==> src/rtl/perceptron_pkg.sv <==
// Shared types and constants for the perceptron training sequencer.
package perceptron_pkg;

    typedef enum logic [2:0] {
        IDLE,
        PREP,
        RUN,
        NEXT,
        EPOCH_END,
        FINISH
    } state_t;

    localparam int unsigned ADDR_W    = 10;
    localparam logic [3:0]  CTRL_RUN  = 4'b1111;
    localparam logic [3:0]  CTRL_IDLE = 4'b0000;

endpackage

==> src/rtl/seq_timer.sv <==
// Loadable down-counter with a zero flag; holds at zero once it gets there.
module seq_timer #(
    parameter int unsigned W = 8
) (
    input  logic         clk,
    input  logic         rst,
    input  logic         load,
    input  logic         en,
    input  logic [W-1:0] load_val,
    output logic         zero
);

    logic [W-1:0] cnt;

    always_ff @(posedge clk) begin
        if (rst) begin
            cnt <= '0;
        end else if (load) begin
            cnt <= load_val;
        end else if (en && cnt != '0) begin
            cnt <= cnt - W'(1);
        end
    end

    assign zero = (cnt == '0);

endmodule

==> src/rtl/perceptron_train_seq.sv <==
// Training sequencer: steps the core through every sample, counts errors per
// epoch and stops on convergence, epoch limit or a watchdog timeout.
module perceptron_train_seq
    import perceptron_pkg::*;
#(
    parameter int unsigned ADDR_W     = perceptron_pkg::ADDR_W,
    parameter int unsigned N_SAMPLES  = 500,
    parameter int unsigned MAX_EPOCHS = 16,
    parameter int unsigned SETTLE_CYC = 5,
    parameter logic [3:0]  CTRL_RUN   = perceptron_pkg::CTRL_RUN,
    parameter int unsigned WDOG_CYC   = 1024
) (
    input  logic              clk,
    input  logic              rst,
    input  logic              start,
    output logic              core_rst,
    output logic [3:0]        control,
    output logic [ADDR_W-1:0] sample_addr,
    input  logic              core_done,
    input  logic              core_err,
    output logic              busy,
    output logic              done,
    output logic              converged,
    output logic              timeout,
    output logic [7:0]        epoch_cnt,
    output logic [ADDR_W:0]   err_cnt
);

    localparam int unsigned      SETTLE_W  = $clog2(SETTLE_CYC + 1);
    localparam int unsigned      WDOG_W    = $clog2(WDOG_CYC + 1);
    localparam logic [ADDR_W-1:0] LAST_ADDR = ADDR_W'(N_SAMPLES - 1);

    state_t     state_q, state_d;
    logic       settle_load, settle_en, settle_zero;
    logic       wdog_load, wdog_en, wdog_zero;
    logic [8:0] epoch_nxt;
    logic       last_epoch;

    assign epoch_nxt  = {1'b0, epoch_cnt} + 9'd1;
    assign last_epoch = (epoch_nxt == 9'(MAX_EPOCHS));

    // Timers are loaded with N-1 so PREP lasts exactly SETTLE_CYC cycles and
    // RUN may last up to WDOG_CYC cycles before the watchdog fires.
    seq_timer #(.W(SETTLE_W)) u_settle (
        .clk      (clk),
        .rst      (rst),
        .load     (settle_load),
        .en       (settle_en),
        .load_val (SETTLE_W'(SETTLE_CYC - 1)),
        .zero     (settle_zero)
    );

    seq_timer #(.W(WDOG_W)) u_wdog (
        .clk      (clk),
        .rst      (rst),
        .load     (wdog_load),
        .en       (wdog_en),
        .load_val (WDOG_W'(WDOG_CYC - 1)),
        .zero     (wdog_zero)
    );

    always_ff @(posedge clk) begin
        if (rst) state_q <= IDLE;
        else     state_q <= state_d;
    end

    always_comb begin
        state_d     = state_q;
        core_rst    = 1'b0;
        control     = CTRL_IDLE;
        done        = 1'b0;
        settle_load = 1'b0;
        settle_en   = 1'b0;
        wdog_load   = 1'b0;
        wdog_en     = 1'b0;
        case (state_q)
            IDLE: begin
                if (start) begin
                    state_d     = PREP;
                    settle_load = 1'b1;
                end
            end
            PREP: begin
                core_rst = 1'b1;
                if (settle_zero) begin
                    state_d   = RUN;
                    wdog_load = 1'b1;
                end else begin
                    settle_en = 1'b1;
                end
            end
            RUN: begin
                control = CTRL_RUN;
                if (core_done)      state_d = NEXT;
                else if (wdog_zero) state_d = FINISH;
                else                wdog_en = 1'b1;
            end
            NEXT: begin
                if (sample_addr < LAST_ADDR) begin
                    state_d     = PREP;
                    settle_load = 1'b1;
                end else begin
                    state_d = EPOCH_END;
                end
            end
            EPOCH_END: begin
                if (err_cnt == '0 || last_epoch) begin
                    state_d = FINISH;
                end else begin
                    state_d     = PREP;
                    settle_load = 1'b1;
                end
            end
            FINISH: begin
                done    = 1'b1;
                state_d = IDLE;
            end
            default: state_d = IDLE;
        endcase
    end

    always_ff @(posedge clk) begin
        if (rst) begin
            sample_addr <= '0;
            epoch_cnt   <= '0;
            err_cnt     <= '0;
            converged   <= 1'b0;
            timeout     <= 1'b0;
            busy        <= 1'b0;
        end else begin
            case (state_q)
                IDLE: begin
                    if (start) begin
                        sample_addr <= '0;
                        epoch_cnt   <= '0;
                        err_cnt     <= '0;
                        converged   <= 1'b0;
                        timeout     <= 1'b0;
                        busy        <= 1'b1;
                    end
                end
                RUN: begin
                    if (core_done)      err_cnt <= err_cnt + (ADDR_W+1)'(core_err);
                    else if (wdog_zero) timeout <= 1'b1;
                end
                NEXT: begin
                    if (sample_addr < LAST_ADDR) sample_addr <= sample_addr + ADDR_W'(1);
                end
                EPOCH_END: begin
                    if (epoch_cnt != 8'hFF) epoch_cnt <= epoch_cnt + 8'd1;
                    if (err_cnt == '0) begin
                        converged <= 1'b1;
                    end else if (!last_epoch) begin
                        sample_addr <= '0;
                        err_cnt     <= '0;
                    end
                end
                FINISH: busy <= 1'b0;
                default: ;
            endcase
        end
    end

endmodule

==> config.mk <==
export PLATFORM = sky130hd
export DESIGN_NAME = perceptron_train_seq
export DESIGN_NICKNAME = d
export VERILOG_FILES = /design/src/rtl/perceptron_pkg.sv /design/src/rtl/seq_timer.sv /design/src/rtl/perceptron_train_seq.sv
export SDC_FILE = /design/constraint.sdc
export NUM_CORES = 1
export LEC_CHECK = 0
export ABC_CLOCK_PERIOD_IN_PS = 2600
export CAP_MARGIN = 40
export CELL_PAD_IN_SITES_DETAIL_PLACEMENT = 1
export CELL_PAD_IN_SITES_GLOBAL_PLACEMENT = 2
export CORE_UTILIZATION = 30
export CTS_BUF_LIST = sky130_fd_sc_hd__clkbuf_8
export DETAILED_ROUTE_END_ITERATION = 6
export GPL_TIMING_DRIVEN = 0
export PLACE_DENSITY = 0.81
export SLEW_MARGIN = 0
export SYNTH_ARGS = -nofsm -noshare
export SYNTH_HDL_FRONTEND = slang
export SYNTH_HIERARCHICAL = 1
export SYNTH_SLANG_ARGS = --single-unit
==> constraint.sdc <==
create_clock -name clk -period 2.6 [get_ports clk]
set_input_delay 0.78 -clock clk [delete_from_list [all_inputs] [get_ports clk]]
set_output_delay 0.78 -clock clk [all_outputs]
set_load 0.01 [all_outputs]
==> results.md <==
* Type of the worst setup path: primary input to register
* Worst slack after detailed placement at -580 ps
* Filler cell count in the final layout at 1097
* Element type at the critical path end: register
* Layout cell share with drive strength beyond 1 at 0.176
* Status: complete, no violations
* Crit start category: primary input
* Cts bufs inserted at 5
* Number of port buffers at 42
* Insertion delay of the later-clocked pin in the worst-skew pair at 310 ps
* Netlist area before placement at 0.00287 mm^2
* Final clock period utilization by the worst path at 0.985
* Footprint of the multi-input gates at 0.00186 mm^2
* Average routed wire per standard cell at 15.3 um
* CTS tree: built
* Floorplan row count at 35
* Clock transition at the register clock pins on the worst setup and hold paths after CTS at 90 ps
* Synth Area per Inst at 8.43 um^2
* Number of flip-flops and latches in the synthesized netlist at 49
* Min setup slack post-route at 38.1 ps
* Placer Congestion at 0.750
* Io pins at 43
* Drt initial violations at 70
* Number of sinks handled by clock tree synthesis at 49
* Data required time at the worst endpoint at 2830 ps
* Overall die width at 99.8 um
* Initial antenna violation count at 0
* Tightest Pin Transition at 686 ps
* Count of different cell masters after synthesis at 63
* Primary flip-flop cell chosen by synthesis mapping: sky130_fd_sc_hd__dfxtp_1
* Maximum clock frequency at 390 MHz
* Worst hold path class: register to register
* Worst Path Max Fanout at 3
* Overall via count from detail_route at 2764
* DRC errors left at 0
* Final critical path time including I/O delays and setup at 2560 ps
* Number of flops mapped to enable cells by yosys at 0
* H-tree Lvls at 2
* Remaining global-route overflow at 0
* Total GRT Usage at 0.173
* Portion of synthesized cell area occupied by the leading cell type at 0.342
* Total inserted antenna cells at 0
* Worst max-slew margin expressed relative to the limit at 0.543
* Total Power Consumption at 3.11 mW
* Core footprint at 0.00924 mm^2
* Cell type contributing the most total cell area after synthesis: sky130_fd_sc_hd__dfxtp_1
* Maxcap violations at 0
* Worst setup skew after layout at 10.0 ps
* Top cells by count, synth: 49 x sky130_fd_sc_hd__dfxtp_1, 34 x sky130_fd_sc_hd__nor2_1, 29 x sky130_fd_sc_hd__nand2_1
* Unrepaired setup endpoints after global routing: yes
* Sequential cell area fraction in the yosys report at 0.342
* Buffer levels on the longest clock path at 2
* PD cells at 822 mW/mm^2
* Leading cell type by number of instances after synthesis: sky130_fd_sc_hd__dfxtp_1
* Initial Utilization at 0.310
* Max rail drop VDD at 0.000390 V
* Sequential cell area in the final layout at 987 um^2
* Vias per inst at 5.14
* Antenna Nets Post-Route at 0
* Global-route wire length before repair at 13.8 mm
* Maximum number of pins on one net before global-route repair at 15
* Number of iterations in the first detailed-routing pass at 4
* CP arrival at 2790 ps
* Fin. max-slew vios at 0
* Hold Fails Final Rpt at 0
* Syn. warnings at 6
* Number of global-route vias before repair at 2778
* Die area at 0.00995 mm^2
* Root buffer cell: sky130_fd_sc_hd__clkbuf_8
* Finish-stage setup viols at 0
* Half-perimeter wire length after detailed placement at 5.83 mm
* Post-Place Cells at 524
* Leak at 1.36 nW
* Area added between synthesis and finish at 32.0%
* Proportion of register bits with asynchronous set or reset after synthesis at 0
* Fin area at 0.00378 mm^2
* Non-filler instance count after layout at 538
* DIE HEIGHT at 99.8 um
* Total number of nets in the final design at 420
* Synth area leaders: sky130_fd_sc_hd__dfxtp_1 34%, sky130_fd_sc_hd__nor2_1 4.5%, sky130_fd_sc_hd__a21oi_1 3.8%, sky130_fd_sc_hd__nand2_1 3.8%, sky130_fd_sc_hd__a311oi_2 3.7%
* Detailed Route WL at 8.23 mm
* Post-Synthesis Cells at 340
* Area after DPL at 0.00353 mm^2
* Sum of negative setup slack at 0 ps
[power breakdown]
| part | total (mW) | switching (mW) | internal, mW |
|---|---|---|---|
| clock | 0.583 | 0.272 | 0.310 |
| combinational | 1.54 | 0.886 | 0.651 |
| sequential | 0.991 | 0.121 | 0.870 |
[area by class of cell]
cell class | instances | share of cell area
Sequential cell | 49 | 0.261
Clock buffer | 6 | 0.0218
Multi-Input combinational cell | 270 | 0.491
Buffer | 18 | 0.0347
Tap cell | 129 | 0.0427
Timing Repair Buffer | 50 | 0.125
Inverter | 14 | 0.0149
Clock inverter | 2 | 0.00893
[worst paths after layout]
check,startpoint,to,slack [ps],cells past startpoint
min reg2reg,busy$_SDFFE_PP0P_,busy$_SDFFE_PP0P_,510,2
max,core_done,u_wdog/cnt[7]$_SDFFE_PP0P_,40,7
max reg2reg,u_wdog/cnt[0]$_SDFFE_PP0P_,u_wdog/cnt[7]$_SDFFE_PP0P_,140,9
min,busy$_SDFFE_PP0P_,busy$_SDFFE_PP0P_,510,2
[cells by family (layout without fill, tap and decap cells)]
kind of cell             Yosys count  after routing  synth area share
flip-flops                        49             49             0.342
multiplexers                       5              5            0.0175
buffers and inverters             33             90            0.0572
adder cells (fa/ha/maj)            7              7            0.0306
XOR/XNOR                           5              5            0.0153
AO/OA/AOI/OAI                    108            108             0.291
AND/OR/NAND/NOR                  131            131             0.244
other                              2             14           0.00262
[cell usage in the layout, fill, tap and decap left out, drive strengths merged, types with 3 or more instances in the layout]
| cell type | instances |
|---|---|
| nand2b | 3 |
| a2111oi | 3 |
| o21a | 3 |
| nand2 | 29 |
| ha | 7 |
| o31ai | 4 |
| a21oi | 22 |
| clkdlybuf4s50 | 36 |
| nor3 | 15 |
| dfxtp | 49 |
| o2bb2ai | 4 |
| a211oi | 13 |
| nand3 | 9 |
| mux2i | 5 |
| nor2 | 34 |
| inv | 14 |
| nor3b | 4 |
| nor4 | 5 |
| clkbuf | 10 |
| and3 | 8 |
| a311oi | 11 |
| conb | 14 |
| or2 | 3 |
| nand3b | 4 |
| o21ai | 18 |
| or3 | 3 |
| xnor2 | 5 |
| buf | 25 |
| a31oi | 12 |
[worst max-delay path, cell delays in order]
cell and delay (ps):
sky130_fd_sc_hd__dlygate4sd2_1 260, sky130_fd_sc_hd__or4b_4 540, sky130_fd_sc_hd__nor2_4 100, sky130_fd_sc_hd__or3b_4 410, sky130_fd_sc_hd__a2111oi_4 340, sky130_fd_sc_hd__xnor2_1 120, sky130_fd_sc_hd__a211oi_2 230
[state kept, by name, indices dropped and copies added (netlist names)]
signal        count
sample_addr      10
u_wdog/cnt       11
timeout           1
err_cnt          11
converged         1
u_settle/cnt      3
busy              1
state_q           3
epoch_cnt         8
[metal layers]
layer | up-vias | global-route usage | routed length (um)
met5 | - | 0 | 0
met4 | 0 | 0.0464 | 111
met3 | 8 | 0.0309 | 175
met2 | 35 | 0.292 | 3850
met1 | 1327 | 0.227 | 4090
li1 | 1394 | - | -
[per-stage QoR]
stage	hold WS (ps)	util
2_1_floorplan	471	-
3_3_place_gp	472	0.381
3_5_place_dp	493	0.382
4_1_cts	514	0.403
5_1_grt	546	0.409
6_report	506	0.409
[what timing repair did]
| action | CTS | global route |
|---|---|---|
| setup endpoints to repair | 16 | 19 |
| hold buffers | 0 | 0 |
| gates resized for setup | 19 | 15 |
| pin swaps | 4 | 1 |
| gates cloned | 0 | 0 |
| setup buffers | 6 | 1 |
No activity file was read; power rests on OpenSTA's default activity.
